--- src/rtl/e203_lsu_icb_arbt_pkg.sv ---
// Shared definitions for the LSU ICB arbiter: grant FSM states and
// requester source encodings stored in the outstanding-source FIFO.
package e203_lsu_icb_arbt_pkg;

  typedef enum logic [1:0] {
    ARBT_IDLE      = 2'd0,
    ARBT_LOCK_AGU  = 2'd1,
    ARBT_LOCK_NICE = 2'd2
  } arbt_state_e;

  typedef enum logic {
    SRC_AGU  = 1'b0,
    SRC_NICE = 1'b1
  } arbt_src_e;

  // A depth-1 FIFO still needs a 1-bit pointer to keep the ports legal.
  function automatic int unsigned ptr_width(input int unsigned depth);
    return (depth > 1) ? $clog2(depth) : 1;
  endfunction

endpackage

--- src/rtl/e203_lsu_arbt_srcfifo.sv ---
// In-order 1-bit FIFO remembering which requester owns each outstanding
// command. No bypass: a full FIFO refuses a push even when popped.
module e203_lsu_arbt_srcfifo
  import e203_lsu_icb_arbt_pkg::*;
#(
  parameter int unsigned DEPTH = 2,
  localparam int unsigned PW = ptr_width(DEPTH),
  localparam int unsigned CW = $clog2(DEPTH + 1)
) (
  input  logic          clk,
  input  logic          rst,
  input  logic          push_i,
  input  logic          din_i,
  input  logic          pop_i,
  output logic          dout_o,
  output logic          full_o,
  output logic          empty_o,
  output logic [CW-1:0] count_o
);

  logic [DEPTH-1:0] mem_q;
  logic [PW-1:0]    wptr_q;
  logic [PW-1:0]    rptr_q;
  logic [CW-1:0]    cnt_q;
  logic             do_push;
  logic             do_pop;

  function automatic logic [PW-1:0] ptr_inc(input logic [PW-1:0] p);
    return (p == PW'(DEPTH - 1)) ? '0 : p + 1'b1;
  endfunction

  assign full_o  = (cnt_q == CW'(DEPTH));
  assign empty_o = (cnt_q == '0);
  assign count_o = cnt_q;
  assign dout_o  = mem_q[rptr_q];
  assign do_push = push_i & ~full_o;
  assign do_pop  = pop_i & ~empty_o;

  always_ff @(posedge clk or posedge rst) begin
    if (rst) begin
      mem_q  <= '0;
      wptr_q <= '0;
      rptr_q <= '0;
      cnt_q  <= '0;
    end else begin
      if (do_push) begin
        mem_q[wptr_q] <= din_i;
        wptr_q        <= ptr_inc(wptr_q);
      end
      if (do_pop) begin
        rptr_q <= ptr_inc(rptr_q);
      end
      case ({do_push, do_pop})
        2'b10:   cnt_q <= cnt_q + 1'b1;
        2'b01:   cnt_q <= cnt_q - 1'b1;
        default: cnt_q <= cnt_q;
      endcase
    end
  end

endmodule

--- src/rtl/e203_lsu_icb_arbt.sv ---
// Merges AGU and NICE ICB command streams onto the LSU port (NICE wins ties,
// grant locks until handshake) and routes responses back in issue order.
module e203_lsu_icb_arbt
  import e203_lsu_icb_arbt_pkg::*;
#(
  parameter int unsigned OUTS_DEPTH = 2,
  parameter int unsigned AW = 32,
  parameter int unsigned DW = 32
) (
  input  logic            clk,
  input  logic            rst,
  input  logic            nice_mem_holdup,

  input  logic            agu_icb_cmd_valid,
  output logic            agu_icb_cmd_ready,
  input  logic [AW-1:0]   agu_icb_cmd_addr,
  input  logic            agu_icb_cmd_read,
  input  logic [DW-1:0]   agu_icb_cmd_wdata,
  input  logic [DW/8-1:0] agu_icb_cmd_wmask,
  input  logic [1:0]      agu_icb_cmd_size,
  output logic            agu_icb_rsp_valid,
  input  logic            agu_icb_rsp_ready,
  output logic            agu_icb_rsp_err,
  output logic [DW-1:0]   agu_icb_rsp_rdata,

  input  logic            nice_icb_cmd_valid,
  output logic            nice_icb_cmd_ready,
  input  logic [AW-1:0]   nice_icb_cmd_addr,
  input  logic            nice_icb_cmd_read,
  input  logic [DW-1:0]   nice_icb_cmd_wdata,
  input  logic [DW/8-1:0] nice_icb_cmd_wmask,
  input  logic [1:0]      nice_icb_cmd_size,
  output logic            nice_icb_rsp_valid,
  input  logic            nice_icb_rsp_ready,
  output logic            nice_icb_rsp_err,
  output logic [DW-1:0]   nice_icb_rsp_rdata,

  output logic            lsu_icb_cmd_valid,
  input  logic            lsu_icb_cmd_ready,
  output logic [AW-1:0]   lsu_icb_cmd_addr,
  output logic            lsu_icb_cmd_read,
  output logic [DW-1:0]   lsu_icb_cmd_wdata,
  output logic [DW/8-1:0] lsu_icb_cmd_wmask,
  output logic [1:0]      lsu_icb_cmd_size,
  input  logic            lsu_icb_rsp_valid,
  output logic            lsu_icb_rsp_ready,
  input  logic            lsu_icb_rsp_err,
  input  logic [DW-1:0]   lsu_icb_rsp_rdata,

  output logic            arbt_active,
  output logic            rsp_orphan_err
);

  localparam int unsigned CW = $clog2(OUTS_DEPTH + 1);

  arbt_state_e   state_q, state_d;
  logic          grant_agu, grant_nice;
  logic          req_valid, cmd_hs, rsp_hs;
  logic          fifo_full, fifo_empty, fifo_head, head_nice;
  logic [CW-1:0] outs_cnt;
  logic          orphan_q;

  // Grant selection and lock tracking; reset forces the AGU path with no grant.
  always_comb begin
    grant_agu  = 1'b0;
    grant_nice = 1'b0;
    state_d    = state_q;
    case (state_q)
      ARBT_IDLE: begin
        grant_nice = nice_icb_cmd_valid;
        grant_agu  = agu_icb_cmd_valid & ~nice_mem_holdup & ~nice_icb_cmd_valid;
      end
      ARBT_LOCK_AGU:  grant_agu  = 1'b1;
      ARBT_LOCK_NICE: grant_nice = 1'b1;
      default: ;
    endcase
    if (rst) begin
      grant_agu  = 1'b0;
      grant_nice = 1'b0;
    end
    req_valid         = (grant_agu & agu_icb_cmd_valid) | (grant_nice & nice_icb_cmd_valid);
    lsu_icb_cmd_valid = req_valid & ~fifo_full;
    cmd_hs            = lsu_icb_cmd_valid & lsu_icb_cmd_ready;
    case (state_q)
      ARBT_IDLE: begin
        if (lsu_icb_cmd_valid && !lsu_icb_cmd_ready) begin
          state_d = grant_nice ? ARBT_LOCK_NICE : ARBT_LOCK_AGU;
        end
      end
      ARBT_LOCK_AGU, ARBT_LOCK_NICE: begin
        if (cmd_hs) state_d = ARBT_IDLE;
      end
      default: state_d = ARBT_IDLE;
    endcase
  end

  always_ff @(posedge clk or posedge rst) begin
    if (rst) state_q <= ARBT_IDLE;
    else     state_q <= state_d;
  end

  assign lsu_icb_cmd_addr  = grant_nice ? nice_icb_cmd_addr  : agu_icb_cmd_addr;
  assign lsu_icb_cmd_read  = grant_nice ? nice_icb_cmd_read  : agu_icb_cmd_read;
  assign lsu_icb_cmd_wdata = grant_nice ? nice_icb_cmd_wdata : agu_icb_cmd_wdata;
  assign lsu_icb_cmd_wmask = grant_nice ? nice_icb_cmd_wmask : agu_icb_cmd_wmask;
  assign lsu_icb_cmd_size  = grant_nice ? nice_icb_cmd_size  : agu_icb_cmd_size;

  assign agu_icb_cmd_ready  = grant_agu  & lsu_icb_cmd_ready & ~fifo_full;
  assign nice_icb_cmd_ready = grant_nice & lsu_icb_cmd_ready & ~fifo_full;

  e203_lsu_arbt_srcfifo #(.DEPTH(OUTS_DEPTH)) u_srcfifo (
    .clk     (clk),
    .rst     (rst),
    .push_i  (cmd_hs),
    .din_i   (grant_nice ? SRC_NICE : SRC_AGU),
    .pop_i   (rsp_hs),
    .dout_o  (fifo_head),
    .full_o  (fifo_full),
    .empty_o (fifo_empty),
    .count_o (outs_cnt)
  );

  // Responses with nothing outstanding are drained and flagged, never routed.
  assign head_nice          = (arbt_src_e'(fifo_head) == SRC_NICE);
  assign agu_icb_rsp_valid  = ~rst & lsu_icb_rsp_valid & ~fifo_empty & ~head_nice;
  assign nice_icb_rsp_valid = ~rst & lsu_icb_rsp_valid & ~fifo_empty &  head_nice;
  assign lsu_icb_rsp_ready  = ~rst & (fifo_empty | (head_nice ? nice_icb_rsp_ready : agu_icb_rsp_ready));
  assign rsp_hs             = lsu_icb_rsp_valid & lsu_icb_rsp_ready & ~fifo_empty;

  assign agu_icb_rsp_err    = lsu_icb_rsp_err;
  assign agu_icb_rsp_rdata  = lsu_icb_rsp_rdata;
  assign nice_icb_rsp_err   = lsu_icb_rsp_err;
  assign nice_icb_rsp_rdata = lsu_icb_rsp_rdata;

  assign arbt_active = ~rst & (agu_icb_cmd_valid | nice_icb_cmd_valid | (outs_cnt != '0));

  always_ff @(posedge clk or posedge rst) begin
    if (rst)                                  orphan_q <= 1'b0;
    else if (lsu_icb_rsp_valid && fifo_empty) orphan_q <= 1'b1;
  end

  assign rsp_orphan_err = orphan_q;

endmodule

--- config.mk ---
export PLATFORM = sky130hd
export DESIGN_NAME = e203_lsu_icb_arbt
export DESIGN_NICKNAME = d
export VERILOG_FILES = /design/src/rtl/e203_lsu_icb_arbt_pkg.sv /design/src/rtl/e203_lsu_arbt_srcfifo.sv /design/src/rtl/e203_lsu_icb_arbt.sv
export SDC_FILE = /design/constraint.sdc
export NUM_CORES = 1
export LEC_CHECK = 0
export ABC_AREA = 0
export CELL_PAD_IN_SITES_DETAIL_PLACEMENT = 0
export CELL_PAD_IN_SITES_GLOBAL_PLACEMENT = 2
export CORE_MARGIN = 5
export CORE_UTILIZATION = 10
export DETAILED_ROUTE_END_ITERATION = 8
export PLACE_DENSITY_LB_ADDON = 0.1
export RECOVER_POWER = 25
export SLEW_MARGIN = 20
export SYNTH_ARGS = -nofsm -noshare
export SYNTH_HDL_FRONTEND = slang
export SYNTH_HIERARCHICAL = 1
export SYNTH_SLANG_ARGS = --single-unit
--- constraint.sdc ---
create_clock -name clk -period 2.7 [get_ports clk]
set_input_delay 0.54 -clock clk [delete_from_list [all_inputs] [get_ports clk]]
set_output_delay 0.54 -clock clk [all_outputs]
set_load 0.05 [all_outputs]
# ---- Word level (Yosys, flattened, before mapping)
# Index checks and enable logic that the tools add are counted.
dict set report word_totals {
  ram_bits 0
  rom_bits 0
  latch_bits 0
  wordCells 83
  input_bits 184
  n_memories 0
  output_inout_bits 145
  reg_bits 9
}
dict set report classes {
  n_mux 23
  bitwise_logic 30
  div_mod_pow 0
  n_shift 0
  add_sub_neg 4
  n_mul 0
  order_cmp 3
  reduce_logical 10
  n_eq_ne 7
}
# cell count
set ops {}
lappend ops {{$mux W32} 2}
lappend ops {{$and A1 B1 Y1} 20}
lappend ops {{$mux W1} 10}
lappend ops {{$mux W2} 4}
lappend ops {{$pmux W2 S2} 2}
lappend ops {{$eq A2 B2 Y1 const B} 3}
lappend ops {{$not A1 Y1} 6}
lappend ops {{$eq A2 B1 Y1 const B} 2}
lappend ops {{$logic_not A2 Y1} 2}
lappend ops {{$lt A1 B2 Y1 const B} 2}
lappend ops {{$mux W4} 1}
lappend ops {{$or A1 B1 Y1} 4}
lappend ops {{$pmux W1 S2} 2}
lappend ops {{$reduce_bool A2 Y1} 2}
lappend ops {{$logic_and A1 B1 Y1} 3}
lappend ops {{$add A1 B1 Y1 const B} 2}
lappend ops {{$add A2 B1 Y2 const B} 1}
lappend ops {{$bwmux W2} 1}
lappend ops {{$ne A2 B1 Y1 const B} 1}
lappend ops {{$ne A2 B2 Y1 const B} 1}
lappend ops {{$reduce_and A2 Y1} 1}
lappend ops {{$reduce_or A2 Y1} 1}
lappend ops {{$sub A2 B1 Y2 const B} 1}
lappend ops {{$demux W1 S1} 1}
lappend ops {{other kinds (2)} 2}

# ---- Depth between registers and ports, before layout
dict set report depth {
  word_depth 12
  depth_mapped 12
  mapped_depth_nobuf 11
}

# ---- Hierarchy
# Netlist, hierarchy kept.
# module n_inst area_per_inst_um2 cells_per_inst seq_area_each_um2
set by_module_without_submodules {}
lappend by_module_without_submodules {e203_lsu_icb_arbt 1 1803.0 200 75.1}
lappend by_module_without_submodules {e203_lsu_arbt_srcfifo 1 286.5 24 150.1}

# ---- Least setup slack after synthesis
# Ideal clock, no wire load.
dict set report synth_timing {
  kind {register -> register}
  startpoint {reg state_q[0]}
  endpoint {reg u_srcfifo.cnt_q[1], in the netlist u_srcfifo/count_o[1]}
  arrival_time_ns 3.149
  path_slack_ns -0.528
  synth_period_minus_slack_ns 3.228
  n_path_buf 1
  required_ns 2.621
  path_stages_with_launch 12
  setup_ns 0.079
  cell_sequence {dfrtp_1 > inv_1 > ha_1 > buf_6 > nor3b_1 > a21oi_1 > nor3_1 > a21o_1 > nand2_1 > ha_1 > nor2_1 > xor2_1}
}
dict set report synth_between {
  elab_chain_cells 10
  word_cells_on_any_way 17
  cone_classes {4 x eq/ne; 5 x mux; 6 x bitwise; 2 x reduce/logical}
}
# element line_no
set synth_rtl {}
lappend synth_rtl {{from (decl)} e203_lsu_icb_arbt.sv:56} ;# arbt_state_e state_q, state_d;
lappend synth_rtl {{from (signal assigned)} e203_lsu_icb_arbt.sv:99} ;# else state_q <= state_d;
lappend synth_rtl {{$eq A2 B1 Y1 (tied with other cells)} e203_lsu_icb_arbt.sv:68} ;# case (state_q)
lappend synth_rtl {{$pmux W1 S2} e203_lsu_icb_arbt.sv:68}
lappend synth_rtl {{$mux W1} e203_lsu_icb_arbt.sv:77} ;# if (rst) begin
lappend synth_rtl {{$and A1 B1 Y1} e203_lsu_icb_arbt.sv:81} ;# req_valid = (grant_agu & agu_icb_cmd_valid) | (grant_nice & nice_icb_cmd_valid);
lappend synth_rtl {{$or A1 B1 Y1 (*)} e203_lsu_icb_arbt.sv:81}
lappend synth_rtl {{$and A1 B1 Y1 (*)} e203_lsu_icb_arbt.sv:82} ;# lsu_icb_cmd_valid = req_valid & ~fifo_full;
lappend synth_rtl {{$and A1 B1 Y1 (*)} e203_lsu_icb_arbt.sv:83} ;# cmd_hs = lsu_icb_cmd_valid & lsu_icb_cmd_ready;
lappend synth_rtl {{via cmd_hs} e203_lsu_icb_arbt.sv:58} ;# logic req_valid, cmd_hs, rsp_hs;
lappend synth_rtl {{$and A1 B1 Y1 (*)} e203_lsu_arbt_srcfifo.sv:36} ;# assign do_push = push_i & ~full_o;
lappend synth_rtl {{$eq A2 B1 Y1 / $eq A2 B2 Y1 (equally long branches)} e203_lsu_arbt_srcfifo.sv:53} ;# case ({do_push, do_pop})
lappend synth_rtl {{$pmux W2 S2 / $reduce_bool A2 Y1 (equally long branches)} -}
lappend synth_rtl {{to (signal assigned)} e203_lsu_arbt_srcfifo.sv:54} ;# 2'b10: cnt_q <= cnt_q + 1'b1;
lappend synth_rtl {{to (signal assigned)} e203_lsu_arbt_srcfifo.sv:55} ;# 2'b01: cnt_q <= cnt_q - 1'b1;
lappend synth_rtl {{to (signal assigned)} e203_lsu_arbt_srcfifo.sv:56} ;# default: cnt_q <= cnt_q;
lappend synth_rtl {{to (decl)} e203_lsu_arbt_srcfifo.sv:24} ;# logic [CW-1:0] cnt_q;
# The timed path passes the listed nets; every way through them passes the cells marked *.
# A chain may end at the register's enable or synchronous reset.

# ---- Worst setup path after layout
dict set report layout_timing {
  startpoint {reg state_q[1]}
  endpoint {out lsu_icb_cmd_wdata[30]}
}
dict set report layout_between {
  elab_chain_cells 4
  word_cells_on_any_way 5
  cone_classes {1 x eq/ne; 3 x mux; 1 x reduce/logical}
}
# element line_no
set layout_rtl {}
lappend layout_rtl {{$eq A2 B2 Y1 / $logic_not A2 Y1 (equally long branches)} e203_lsu_icb_arbt.sv:68}
lappend layout_rtl {{$pmux W1 S2 (*)} e203_lsu_icb_arbt.sv:68}
lappend layout_rtl {{$mux W1 (*)} e203_lsu_icb_arbt.sv:77}
lappend layout_rtl {{$mux W32 (*)} e203_lsu_icb_arbt.sv:104} ;# assign lsu_icb_cmd_wdata = grant_nice ? nice_icb_cmd_wdata : agu_icb_cmd_wdata;
lappend layout_rtl {{to (decl)} e203_lsu_icb_arbt.sv:42} ;# output logic [DW-1:0] lsu_icb_cmd_wdata,
# Mark *: on every way between the ends. The rest lies on a longest branch, timed or not.

==> results.py <==
metrics = {
    "min_path": {
        "hold_path_class": "flop to flop",
    },
    "job": {
        "cap_violations": 0,
    },
    "global_route": {
        "track_usage_pct": 9.22,
        "grt_start_max_net_pins": 20,
        "grt-ovfl-total": 0,
        "grt_pass1_wl_mm": 16.7,
        "grt_pass1_vias": 2392,
        "antenna_found_initial": 0,
    },
    "sta": {
        "worst_pin_slew_ns": 0.500,
        "report.final.slew_viol_count": 0,
        "min_period_ns": 2.60,
        "max_freq_mhz": 384,
        "hold_viol": 0,
        "fin_setup_tns_ns": 0,
        "grt_setup_unrepaired": "no",
        "skew_ns": 0.00323,
        "fin_hold_ws_ns": 0.457,
        "fin_crit_sh_pct": 96.4,
        "setup_violations": 0,
        "max_slew_margin_pct": 66.6,
        "finalWorstSetupSlack_ns": 0.0963,
    },
    "yosys": {
        "ys_ff_latch": 9,
        "synth_fp_nets": 413,
        "yosysSeqAreaShare_pct": 10.8,
        "synthCells": 224,
        "postSynthAreaPerCell_um2": 9.33,
        "synth_cell_types": 35,
        "ys_warn_count": 6,
        "syn_area_mm2": 0.00209,
    },
    "placed_design": {
        "placed_area_mm2": 0.00419,
        "port-buffer-count": 229,
        "dp_hpwl_mm": 10.5,
        "place_congestion": 0.770,
        "dp.cells": 667,
        "pre_cts_ws_ns": -0.0929,
    },
    "clock_tree": {
        "root_buffer": "clkbuf_16",
        "cts.sinks": 9,
        "clk_latency_ns": 0.24,
        "cts_buffer_depth": 2,
        "numCtsBuffers": 3,
        "ctsHoldBuffers": 0,
        "h-tree-depth": 1,
        "clk_pin_slew_ns": 0.04,
        "cts_tree": "built",
    },
    "worst_setup_path": {
        "path_max_fanout": 19,
        "worstPathArrival_ns": 2.06,
        "start_kind": "flop",
        "endpoint_kind": "output port",
        "criticalPathCategory": "flop to output port",
        "crit_required_ns": 2.16,
    },
    "layout": {
        "finalNonFillerCells": 679,
        "layout-drive-gt1-share_pct": 46.9,
        "layout_commonest_cell": "clkdlybuf4s50_1",
        "fill_cells": 2255,
        "fin_area_mm2": 0.00449,
        "syn2layout_area_growth_pct": 115,
        "diodes": 0,
        "final_util_pct": 22.0,
        "nets": 599,
        "layout_common_cells": "149 x clkdlybuf4s50_1, 83 x buf_4, 72 x mux2_2",
    },
    "power_and_ir_drop": {
        "p_per_area_mw_per_mm2": 657,
        "finalPower_mw": 2.95,
        "p_leak_nw": 1.76,
        "ir_drop_mv": 0.225,
    },
    "detailed_routing": {
        "via_count": 2246,
        "drc": 0,
        "finalWirelength_mm": 12.2,
        "first_pass_iters": 4,
        "postRouteAntennaNets": 0,
        "drt-initial-drc-count": 53,
        "wl_per_cell_um": 18.0,
        "routed_via_density": 3.31,
    },
    "floorplan": {
        "die_area_mm2": 0.0239,
        "initial_core_util_pct": 10.2,
        "die_h_um": 155,
        "rows": 52,
        "die_w_um": 155,
        "core_area_mm2": 0.0204,
        "io-pin-count": 329,
    },
    "outcome": {
        "status": "finished clean",
    },
}
==> per-layer routing <==
| layer | vias up | track usage (%) | share of wire [%] |
|---|---|---|---|
| met5 | - | 0 | 0 |
| met4 | 0 | 0.715 | 0.34 |
| met3 | 6 | 3.05 | 9.3 |
| met2 | 139 | 17.6 | 52 |
| met1 | 1014 | 10.3 | 38 |
| li1 | 1087 | - | - |
==> kinds of logic (layout without fill, tap and decap cells) <==
family | Yosys count | in the layout | share of synthesized area (%)
buffers and inverters | 84 | 269 | 30.1
DFF | 9 | 9 | 10.8
and+or+nand+nor | 30 | 30 | 8.62
xor gates and xnor gates | 5 | 5 | 2.10
AOI/OAI and AO/OA | 16 | 16 | 5.09
muxes | 75 | 75 | 40.4
adders and majority gates | 5 | 5 | 2.99
==> worst max-delay path, cell delays in order (launching register included) <==
cell     delay [ns]
dfrtp_2        0.45
inv_4          0.10
ha_4           0.15
a31oi_4        0.11
nor2_4         0.11
buf_12         0.16
buf_8          0.19
mux2_2         0.36
buf_4          0.19
==> Yosys cell counts <==
cell type / number / area share [%]
mux2_2: 72 / 39
buf_4: 67 / 24
dfrtp_1: 9 / 11
buf_6: 8 / 4.3
inv_1: 8 / 1.4
nor2_1: 6 / 1.1
ha_1: 5 / 3.0
a21oi_1: 4 / 0.96
a31oi_1: 3 / 0.90
nand3_1: 3 / 0.72
nand4_1: 3 / 0.90
nor3b_1: 3 / 1.1
xnor2_1: 3 / 1.3
a21o_1: 2 / 0.72
mux2_1: 2 / 1.1
nand2_1: 2 / 0.36
nand3b_1: 2 / 0.72
nor3_1: 2 / 0.48
nor4b_1: 2 / 0.84
o21ai_0: 2 / 0.48
xor2_1: 2 / 0.84
a211o_1: 1 / 0.42
a21oi_2: 1 / 0.42
a32oi_1: 1 / 0.42
buf_2: 1 / 0.24
mux2i_1: 1 / 0.48
nand2b_1: 1 / 0.30
nand2b_2: 1 / 0.42
nor2_2: 1 / 0.30
nor2b_1: 1 / 0.30
nor4_1: 1 / 0.30
o2bb2ai_1: 1 / 0.42
o31ai_1: 1 / 0.36
or3_2: 1 / 0.36
or4b_1: 1 / 0.48
==> power by group <==
group | switching (mW) | internal (mW) | leakage (nW)
Combinational | 1.34 | 1.10 | 1.62
Sequential | 0.0572 | 0.196 | 0.107
Clock | 0.0664 | 0.198 | 0.0382
==> layout make-up <==
| class | instances | area (um2) | area share [%] |
|---|---|---|---|
| flip-flops and latches | 9 | 226 | 5.04 |
| inverters | 8 | 35.0 | 0.780 |
| multi-input cells | 131 | 1310 | 29.0 |
| well taps | 270 | 338 | 7.52 |
| repair buffers | 257 | 2510 | 55.9 |
| clock buffers | 4 | 78.8 | 1.75 |
==> final timing paths <==
path	startpoint	end	slack (ns)	depth (start not counted)
setup / recovery	state_q[1]$_DFFE_PP0P_	lsu_icb_cmd_wdata[30]	0.1	8
hold / removal	rsp_orphan_err$_DFFE_PP0P_	rsp_orphan_err$_DFFE_PP0P_	0.46	1
setup reg to reg	state_q[1]$_DFFE_PP0P_	u_srcfifo/count_o[1]$_DFFE_PP0P_	0.30	11
hold reg to reg	rsp_orphan_err$_DFFE_PP0P_	rsp_orphan_err$_DFFE_PP0P_	0.46	1
max in group asynchronous	rst	state_q[1]$_DFFE_PP0P_	1.59	4
min in group asynchronous	rst	u_srcfifo/count_o[0]$_DFFE_PP0P_	0.80	3
==> registers in the layout, summed over array words and instances, names as in the netlist <==
name / count
rsp_orphan_err: 1
u_srcfifo/wptr_q: 1
u_srcfifo/mem_q: 2
u_srcfifo/rptr_q: 1
state_q: 2
u_srcfifo/count_o: 2
==> what timing repair did <==
action | CTS | global route
buffers inserted | 4 | 2
pin swaps | 1 | 1
endpoints found under the setup margin | 71 | 43
gates resized for setup | 25 | 5
gates cloned | 2 | 0
(Power assumes the default switching activity.)
